[src/rtl/npu_pe_pkg.sv]
// Shared definitions for the PE column tile: feed sequencer states, lane
// width, and the drain depth used by both the skew buffer and its feeder.
package npu_pe_pkg;

    typedef enum logic [2:0] {
        ST_IDLE,
        ST_LOAD_W,
        ST_CLR,
        ST_STREAM,
        ST_DRAIN,
        ST_DONE
    } feed_state_t;

    localparam int LANE_W = 16;

    // Deepest skew, latency*(rows-1), plus one MAC latency to flush the last row.
    function automatic int drain_cycles(input int latency, input int rows);
        return latency * rows;
    endfunction

endpackage

[src/rtl/systolic_feed_ctrl.sv]
// Sequencer for one PE column tile: loads weights, clears accumulators,
// streams ifmap vectors into the skew buffer and waits for it to drain.
module systolic_feed_ctrl
    import npu_pe_pkg::*;
#(
    parameter int LATENCY = 9,
    parameter int ROWS    = 4,
    parameter int LEN_W   = 16
) (
    input  logic                     clk,
    input  logic                     rst_n,
    input  logic                     start,
    input  logic [LEN_W-1:0]         cfg_len,
    input  logic                     abort,
    input  logic                     src_valid,
    input  logic [LANE_W*ROWS-1:0]   src_data,
    output logic                     src_ready,
    output logic                     w_load,
    output logic [$clog2(ROWS)-1:0]  w_row,
    output logic                     acc_clr,
    output logic [LANE_W*ROWS-1:0]   ifmap_out,
    output logic                     ifmap_vld,
    output logic                     busy,
    output logic                     done
);

    localparam int DRAIN_CYC = drain_cycles(LATENCY, ROWS);
    localparam int CNT_W     = $clog2(DRAIN_CYC + 1);
    localparam int ROW_W     = $clog2(ROWS);
    localparam int DATA_W    = LANE_W * ROWS;

    feed_state_t        state_q, state_d;
    logic [CNT_W-1:0]   cnt_q, cnt_d;
    logic [LEN_W-1:0]   len_q, len_d;
    logic [LEN_W-1:0]   sent_q, sent_d;
    logic               xfer;

    logic               src_ready_d, w_load_d, acc_clr_d, ifmap_vld_d, busy_d, done_d;
    logic [ROW_W-1:0]   w_row_d;
    logic [DATA_W-1:0]  ifmap_out_d;

    // src_ready is a register that is high exactly in STREAM, so the
    // handshake never depends combinationally on src_valid.
    assign xfer = src_valid && src_ready;

    // Next-state, counter and next-output decode.
    always_comb begin
        // NOTE: every signal gets a default first so no path leaves it unassigned, which would infer a latch.
        state_d = state_q;
        cnt_d   = cnt_q;
        len_d   = len_q;
        sent_d  = sent_q;

        unique case (state_q)
            ST_IDLE: begin
                if (start && (cfg_len != '0)) begin
                    len_d   = cfg_len;
                    sent_d  = '0;
                    cnt_d   = CNT_W'(ROWS - 1);
                    state_d = ST_LOAD_W;
                end
            end
            ST_LOAD_W: begin
                if (cnt_q == '0) state_d = ST_CLR;
                else             cnt_d   = cnt_q - 1'b1;
            end
            ST_CLR: begin
                state_d = ST_STREAM;
            end
            ST_STREAM: begin
                if (xfer) begin
                    sent_d = sent_q + 1'b1;
                    if (sent_d == len_q) begin
                        // The shared down-counter is reloaded with DRAIN_CYC, so
                        // DRAIN lasts DRAIN_CYC+1 cycles: the first one is spent
                        // with the final beat still in the ifmap_out register.
                        cnt_d   = CNT_W'(DRAIN_CYC);
                        state_d = ST_DRAIN;
                    end
                end
            end
            ST_DRAIN: begin
                if (cnt_q == '0) state_d = ST_DONE;
                else             cnt_d   = cnt_q - 1'b1;
            end
            ST_DONE: begin
                state_d = ST_IDLE;
            end
            default: begin
                state_d = ST_IDLE;
            end
        endcase

        if (abort) begin
            state_d = ST_IDLE;
            cnt_d   = '0;
            sent_d  = '0;
        end

        src_ready_d = (state_d == ST_STREAM);
        w_load_d    = (state_d == ST_LOAD_W);
        w_row_d     = w_load_d ? ROW_W'(ROWS - 1 - int'(cnt_d)) : '0;
        acc_clr_d   = (state_d == ST_CLR);
        busy_d      = (state_d != ST_IDLE);
        done_d      = (state_d == ST_DONE);

        // Bubbles and drain cycles push zeros so the skew buffer stays clean.
        ifmap_vld_d = xfer && !abort;
        ifmap_out_d = ifmap_vld_d ? src_data : '0;
    end

    // State, counters and registered outputs.
    always_ff @(posedge clk or negedge rst_n) begin
        // NOTE: rst_n is used only as the asynchronous clear; it never appears in the next-state logic.
        if (!rst_n) begin
            state_q   <= ST_IDLE;
            cnt_q     <= '0;
            len_q     <= '0;
            sent_q    <= '0;
            src_ready <= 1'b0;
            w_load    <= 1'b0;
            w_row     <= '0;
            acc_clr   <= 1'b0;
            ifmap_out <= '0;
            ifmap_vld <= 1'b0;
            busy      <= 1'b0;
            done      <= 1'b0;
        end else begin
            // NOTE: non-blocking assignments so every register samples pre-edge values.
            state_q   <= state_d;
            cnt_q     <= cnt_d;
            len_q     <= len_d;
            sent_q    <= sent_d;
            src_ready <= src_ready_d;
            w_load    <= w_load_d;
            w_row     <= w_row_d;
            acc_clr   <= acc_clr_d;
            ifmap_out <= ifmap_out_d;
            ifmap_vld <= ifmap_vld_d;
            busy      <= busy_d;
            done      <= done_d;
        end
    end

endmodule

[config.mk]
export PLATFORM = sky130hd
export DESIGN_NAME = systolic_feed_ctrl
export DESIGN_NICKNAME = d
export VERILOG_FILES = /design/src/rtl/npu_pe_pkg.sv /design/src/rtl/systolic_feed_ctrl.sv
export SDC_FILE = /design/constraint.sdc
export NUM_CORES = 1
export LEC_CHECK = 0
export BUFFER_PORTS_ARGS = -buffer_cell sky130_fd_sc_hd__buf_2
export CAP_MARGIN = 20
export CORE_MARGIN = 3
export CORE_UTILIZATION = 25
export DETAILED_ROUTE_END_ITERATION = 7
export SYNTH_ARGS = -nofsm -noshare
export SYNTH_HDL_FRONTEND = slang
export SYNTH_SLANG_ARGS = --single-unit
[constraint.sdc]
create_clock -name clk -period 6.7 [get_ports clk]
set_input_delay 1.34 -clock clk [delete_from_list [all_inputs] [get_ports clk]]
set_output_delay 1.34 -clock clk [all_outputs]
set_load 0.01 [all_outputs]
==> results of run 1 <==
==> layout make-up <==
type,count,area (sq um)
fillers,2039,12900
flip-flops and latches,113,2830
multi-input cells,301,2040
repair buffers,159,818
clock buffers,23,478
well taps,265,332
clock inverters,9,154
inverters,15,56.3
diodes,2,5.00
==> worst max path at each step <==
| stage | cells past startpoint | to | slack, ns |
|---|---|---|---|
| after CTS | 8 | cnt_q[2] | 3.03 |
| after floorplan | 7 | busy | 3.70 |
| after global routing | 8 | cnt_q[2] | 2.89 |
| after detailed placement | 8 | cnt_q[2] | 2.61 |
| final | 8 | cnt_q[2] | 3.06 |
| after global placement | 8 | cnt_q[2] | 2.64 |
==> cells by family after synthesis <==
logic type,count (synthesis),synth area share
AO/OA/AOI/OAI,76,0.0952
XOR/XNOR,26,0.0451
adder cells (fa/ha/maj),3,0.00744
buffers and inverters,38,0.0374
flip-flops,113,0.560
multiplexers,18,0.0402
AND/OR/NAND/NOR,178,0.214
==> metal layers <==
metal,vias to the layer above,track usage
met5,-,0
met4,2,0.0642
met3,20,0.0491
met2,127,0.210
met1,1904,0.140
li1,1877,-
==> synthesized netlist by cell type, types with 3 or more instances <==
cell type | n | area [sq um]
buf_2 | 3 | 15.0
o21ai_0 | 31 | 155
o211ai_1 | 3 | 22.5
a21oi_1 | 13 | 65.1
xnor2_1 | 17 | 149
nor3_1 | 5 | 25.0
and3_1 | 3 | 18.8
nor2_1 | 24 | 90.1
o22ai_1 | 3 | 18.8
mux2_2 | 18 | 203
o31ai_1 | 7 | 52.6
inv_1 | 15 | 56.3
dfrtp_1 | 113 | 2830
and2_1 | 66 | 413
nand3_1 | 11 | 55.1
xor2_1 | 9 | 78.8
ha_1 | 3 | 37.5
nand2_1 | 29 | 109
clkbuf_1 | 14 | 52.6
nand4_1 | 6 | 37.5
nor4_1 | 7 | 43.8
==> flip-flops by register name, indices dropped and copies added, names as in the netlist <==
name	count
ifmap_out	64
sent_q	16
done	1
cnt_q	6
ifmap_vld	1
src_ready	1
acc_clr	1
busy	1
len_q	16
w_load	1
state_q	3
w_row	2
==> per-stage QoR <==
stage / instance area (sq um) / hold WS [ns] / power, W / setup slack (ns) / std cells
after floorplan: 5050 / 0.464 / 0.00119 / 3.70 / 452
after global placement: 6050 / 0.485 / 0.00134 / 2.64 / 852
after detailed placement: 6070 / 0.489 / 0.00134 / 2.61 / 853
after CTS: 6700 / 0.496 / 0.00232 / 3.03 / 885
after global routing: 6710 / 0.528 / 0.00241 / 2.89 / 887
final: 6710 / 0.494 / 0.00229 / 3.06 / 887
==> power groups by stage <==
stage,Combinational (W),Clock (W),Sequential [W]
after floorplan,0.000357,0,0.000832
after global placement,0.000475,0,0.000867
after detailed placement,0.000478,0,0.000864
after CTS,0.000485,0.000984,0.000852
after global routing,0.000538,0.00101,0.000863
final,0.000479,0.000957,0.000851
==> results.md, run 1 <==
* Hold bufs inserted after CTS at 0
* WHS Endpoint: sent_q[15]
* Crit path largest cell delay at 0.79 ns
* First-pass GRT wire length at 21700 um
* Area grow syn2layout at 32.9%
* Crit path arrival time at 3.98 ns
* Pwr per Cell Area at 341 nW/um^2
* Worst Setup SP: cfg_len[1]
* Critical Path End Type: register
* Crit Path Category: in -> reg
* Net Switching at 0.000637 W
* Final core utilization at 0.341
* Crit start category: input port
* Worst Skew at ~0.0064 ns
* H-tree levels at 4
* PortBufs at ~160
* Most common cell after layout, fill and taps aside: buf_2
* Hold path cells at 1
* Clock share of power at 0.418
* Logic pwr share at 0.210
* Clk slew on worst S/H paths at 0.05 ns
* Clk sink count at 113
* Prevailing post-synth register cell: dfrtp_1
* Met3 wire length at 974 um
* Initial antenna violation count at 3
* WL final at 13200 um
* Root Buffer: clkbuf_16
* # Post-CTS Setup Buffers at 0
* Detail Placement HPWL at 9900 um
* Vias post-DR at 3930
* TritonCTS clock tree: yes
* Clk_lat worst skew at 0.41 ns
* Total GRT Usage at 0.126
* Leak pwr at 3.35 nW
* CP dominant cell by count: nand3_1
* Yosys warning total at 0
* Routed vias/inst at 4.43
* Average wire per standard cell at around 15 um
* Wire length on met1 at around 5200 um
* NumNets Final at 695
* Syn Std Cell Area at 5050 sq um
* Synth async-reset ratio at 1.00
* Total negative slack at 0 ns
* RSZ-0062 raised after global routing: no
* Worst Tran Pin Value at between 0.8 and 0.9 ns
* Max layer used: met5
* Critical R2R Launch: sent_q[0]
* Worst vdd rail ir drop at 0.000170 V
* Slew margin rel. at 0.405
* Remaining global-route overflow at 0
* Synth cell types at just over 60
* DRT antenna net count at 0
* Post-CTS resize count at 0
* Syn Inst Count at ~450
* Die Wd at between 100 and 150 um
* CP Cell Sequence: buf_2 -> nor4_1 -> a41oi_1 -> nand3_1 -> o211ai_1 -> a21oi_1 -> nand3_1 -> nand3_1
* Min-delay src: sent_q[15]
* Number of synthesized flops with an enable pin at 0
* Worst r2r dst: busy
* Final hold vios at 0
* Max stage delay cell, worst path: nand3_1
* Largest net degree at the start of global routing at 59
* Outcome: finished, final reports clean
* Register area share after synthesis at 0.560
* Most frequent cells in the layout: 155 x buf_2, 113 x dfrtp_1, 66 x and2_1, 31 x o21ai_0, 29 x nand2_1
* Path depth of the worst reg2reg path at 8
* Max-slew violations at 0
* Avg Cell Area, Syn at 11.2 sq um
* Routability cong. at between 0.8 and 0.9
* Inserted Clock Buffers at 17
* Layout cells sized above 1 at 0.368
* Worst Path Max Fanout at 18
* Starting DRC count in detailed routing at 193
* Core ar. at between 15000 and 20000 sq um
* Internal at 0.00165 W
* Number of core rows at 51
* Family with the most delay on the worst path: simple AND/OR/NAND/NOR gates
* DR DRC count at 0
* Highest clock rate at 0.274 GHz
* Total iterations of the first detailed-routing run at 4
* R2r setup slk at around 3.5 ns
* CP Buf/Inv Count at 1
* Critical path required time at 7.04 ns
* WL met2 at 6700 um
* Via count of the first global-routing pass at between 4000 and 5000
* Die Area at 21900 sq um
* Max_cap viols at 0
* Period minus WS final at 3.64 ns
* Final Cycle Share at 0.544
* # setup viols final at 0
* Sw frac at 0.279
* Die height at 148 um
* Post-synthesis register bit count at roughly 110
* Synthesized Nets at 540
* Top Ports at 157
* Clk buf depth at 2
* Starting density of the core at 0.257
* Sequential share of power at 0.372
* Hold WC Path Type: reg -> reg
No activity file was read; power rests on OpenSTA's default activity.
==> inputs of run 2 (changes only) <==
- clock period: 6.7 -> 3.3 ns (I/O delays scaled with it)
==> results.md, run 2 (same netlist as run 1, synthesis figures left out) <==
* Met3 wire length at 977 um (+0.31%)
* Outcome: finished, final reports clean
* Clk buf depth at 2 (unchanged)
* Die Area at 21900 sq um (unchanged)
* Wire length on met1 at 5230 um (+0.89%)
* Period minus WS final at 2.95 ns
* Area grow syn2layout at 33.2%
* Number of core rows at 51 (unchanged)
* Crit path arrival time at 3.25 ns (-0.73 ns)
* Worst vdd rail ir drop at 0.000326 V (+92%)
* Remaining global-route overflow at 0 (unchanged)
* Post-CTS resize count at 0 (unchanged)
* TritonCTS clock tree: yes
* CP Cell Sequence: ha_1 -> nand4_4 -> nor4_4 -> xnor2_1 -> or4_4 -> nor4_4 -> a31oi_1 -> a32o_1
* Vias post-DR at 3968 (+0.97%)
* Worst r2r dst: busy
* Clk_lat worst skew at 0.41 ns (about the same)
* Max-slew violations at 0 (unchanged)
* Largest net degree at the start of global routing at 67 (+14%)
* Starting DRC count in detailed routing at 195 (+1.0%)
* Routed vias/inst at 4.46 (+0.74%)
* Layout cells sized above 1 at 0.372 (+0.00405)
* Leak pwr at 3.37 nW (+0.42%)
* Root Buffer: clkbuf_16
* Number of flip-flops in the largest register at 64 (unchanged)
* Top flop regs: ifmap_out (64), len_q (16), sent_q (16)
* Pwr per Cell Area at 689 nW/um^2 (+100%)
* Total iterations of the first detailed-routing run at 4 (unchanged)
* R2r setup slk at 0.35 ns (-3.10 ns)
* Max stage delay cell, worst path: or4_4
* Worst Path Max Fanout at 8 (-10)
* Detail Placement HPWL at 9660 um (-2.4%)
* Crit Path Category: reg -> reg
* Placed cell areas at 6100 sq um (+0.49%)
* Average wire per standard cell at 14.9 um (about the same)
* Final Cycle Share at 0.895
* Initial antenna violation count at 0 (-3)
* Clk slew on worst S/H paths at 0.05 ns (about the same)
* Most frequent cells in the layout: 155 x buf_2, 113 x dfrtp_1, 66 x and2_1, 31 x o21ai_0, 29 x nand2_1
* Max_cap viols at 0 (unchanged)
* Die Wd at 148 um (unchanged)
* CP dominant cell by count: nor4_4
* H-tree levels at 4 (unchanged)
* # Post-CTS Setup Buffers at 0 (unchanged)
* Most common cell after layout, fill and taps aside: buf_2
* Hold WC Path Type: in -> async
* Critical Path End Type: register
* WL met2 at 6460 um (-3.5%)
* Die height at 148 um (unchanged)
* PortBufs at 156 (unchanged)
* Biggest register: ifmap_out
* DR DRC count at 0 (unchanged)
* Total negative slack at 0 ns (unchanged)
* First-pass GRT wire length at 22000 um (+1.1%)
* DRT antenna net count at 0 (unchanged)
* Clk sink count at 113 (unchanged)
* Path depth of the worst reg2reg path at 8 (unchanged)
* Inserted Clock Buffers at 17 (unchanged)
* Core ar. at 19700 sq um (unchanged)
* Hold bufs inserted after CTS at 0 (unchanged)
* Cell area after layout at 6720 sq um (+0.22%)
* Final core utilization at 0.342 (+0.000764)
* Worst Tran Pin Value at 0.844 ns (-0.0463 ns)
* Routability cong. at 0.813 (-5.3%)
* Final hold vios at 0 (unchanged)
* Critical R2R Launch: sent_q[0]
* Max layer used: met4
* NumNets Final at 699 (+0.58%)
* Ant diodes at 0 (-2)
* # setup viols final at 0 (unchanged)
* WL final at 13300 um (+0.28%)
* Total GRT Usage at 0.127 (+0.00155)
* Via count of the first global-routing pass at 4217 (-0.52%)
* Top Ports at 157 (unchanged)
* Starting density of the core at 0.257 (unchanged)
* Slew margin rel. at 0.437 (+0.0325)
* Worst Skew at 0.00766 ns (+0.00123 ns)
* Crit start category: register
* Highest clock rate at 0.338 GHz
* Critical path required time at 3.60 ns (-3.44 ns)
* RSZ-0062 raised after global routing: no
* Crit path largest cell delay at 0.50 ns (-0.29 ns)
==> run 2: worst max path at each step <==
stage	endpoint	cells past startpoint	slack (ns)	startpoint
floorplan	busy	9	0.65	sent_q[0]
global placement	busy	8	0.42	sent_q[0]
detailed placement	busy	8	0.35	sent_q[0]
CTS	busy	8	0.34	sent_q[0]
global route	busy	8	0.11	sent_q[0]
finish	busy	8	0.35	sent_q[0]
==> run 2: layout make-up <==
class                   instances  area, sq um
flip-flops and latches        113         2830
multi-input cells             301         2040
well taps                     265          332
clock inverters                10          158
fillers                      2049        12900
inverters                      15         56.3
clock buffers                  22          464
repair buffers                163          848
==> run 2: per-layer routing <==
| layer | vias up | track usage |
|---|---|---|
| li1 | 1886 | - |
| met4 | 0 | 0.0776 |
| met2 | 141 | 0.203 |
| met1 | 1912 | 0.144 |
| met5 | - | 0 |
| met3 | 29 | 0.0503 |
==> run 2: critical path: cells and delay by family (launching register included) <==
kind | cells | cell delay (ns)
flip-flops | 1 | 0.48
adder cells (fa/ha/maj) | 1 | 0.41
XOR/XNOR | 1 | 0.12
AND/OR/NAND/NOR | 4 | 1.36
AO/OA/AOI/OAI | 2 | 0.47
==> run 2: power breakdown <==
group	internal, W	leakage (nW)	switching, W	total (W)
combinational	0.000474	1.54	0.000511	0.000984
clock	0.00130	0.296	0.000627	0.00192
sequential	0.00156	1.53	0.000163	0.00172
==> run 2: through the flow <==
step           std cells  setup WS, ns  hold WS, ns  power [W]
5_1_grt              889         0.113        0.406    0.00490
3_3_place_gp         857         0.422        0.490    0.00272
4_1_cts              889         0.336        0.379    0.00470
6_report             889         0.346        0.350    0.00463
2_1_floorplan        452         0.649        0.364    0.00241
3_5_place_dp         857         0.349        0.519    0.00273
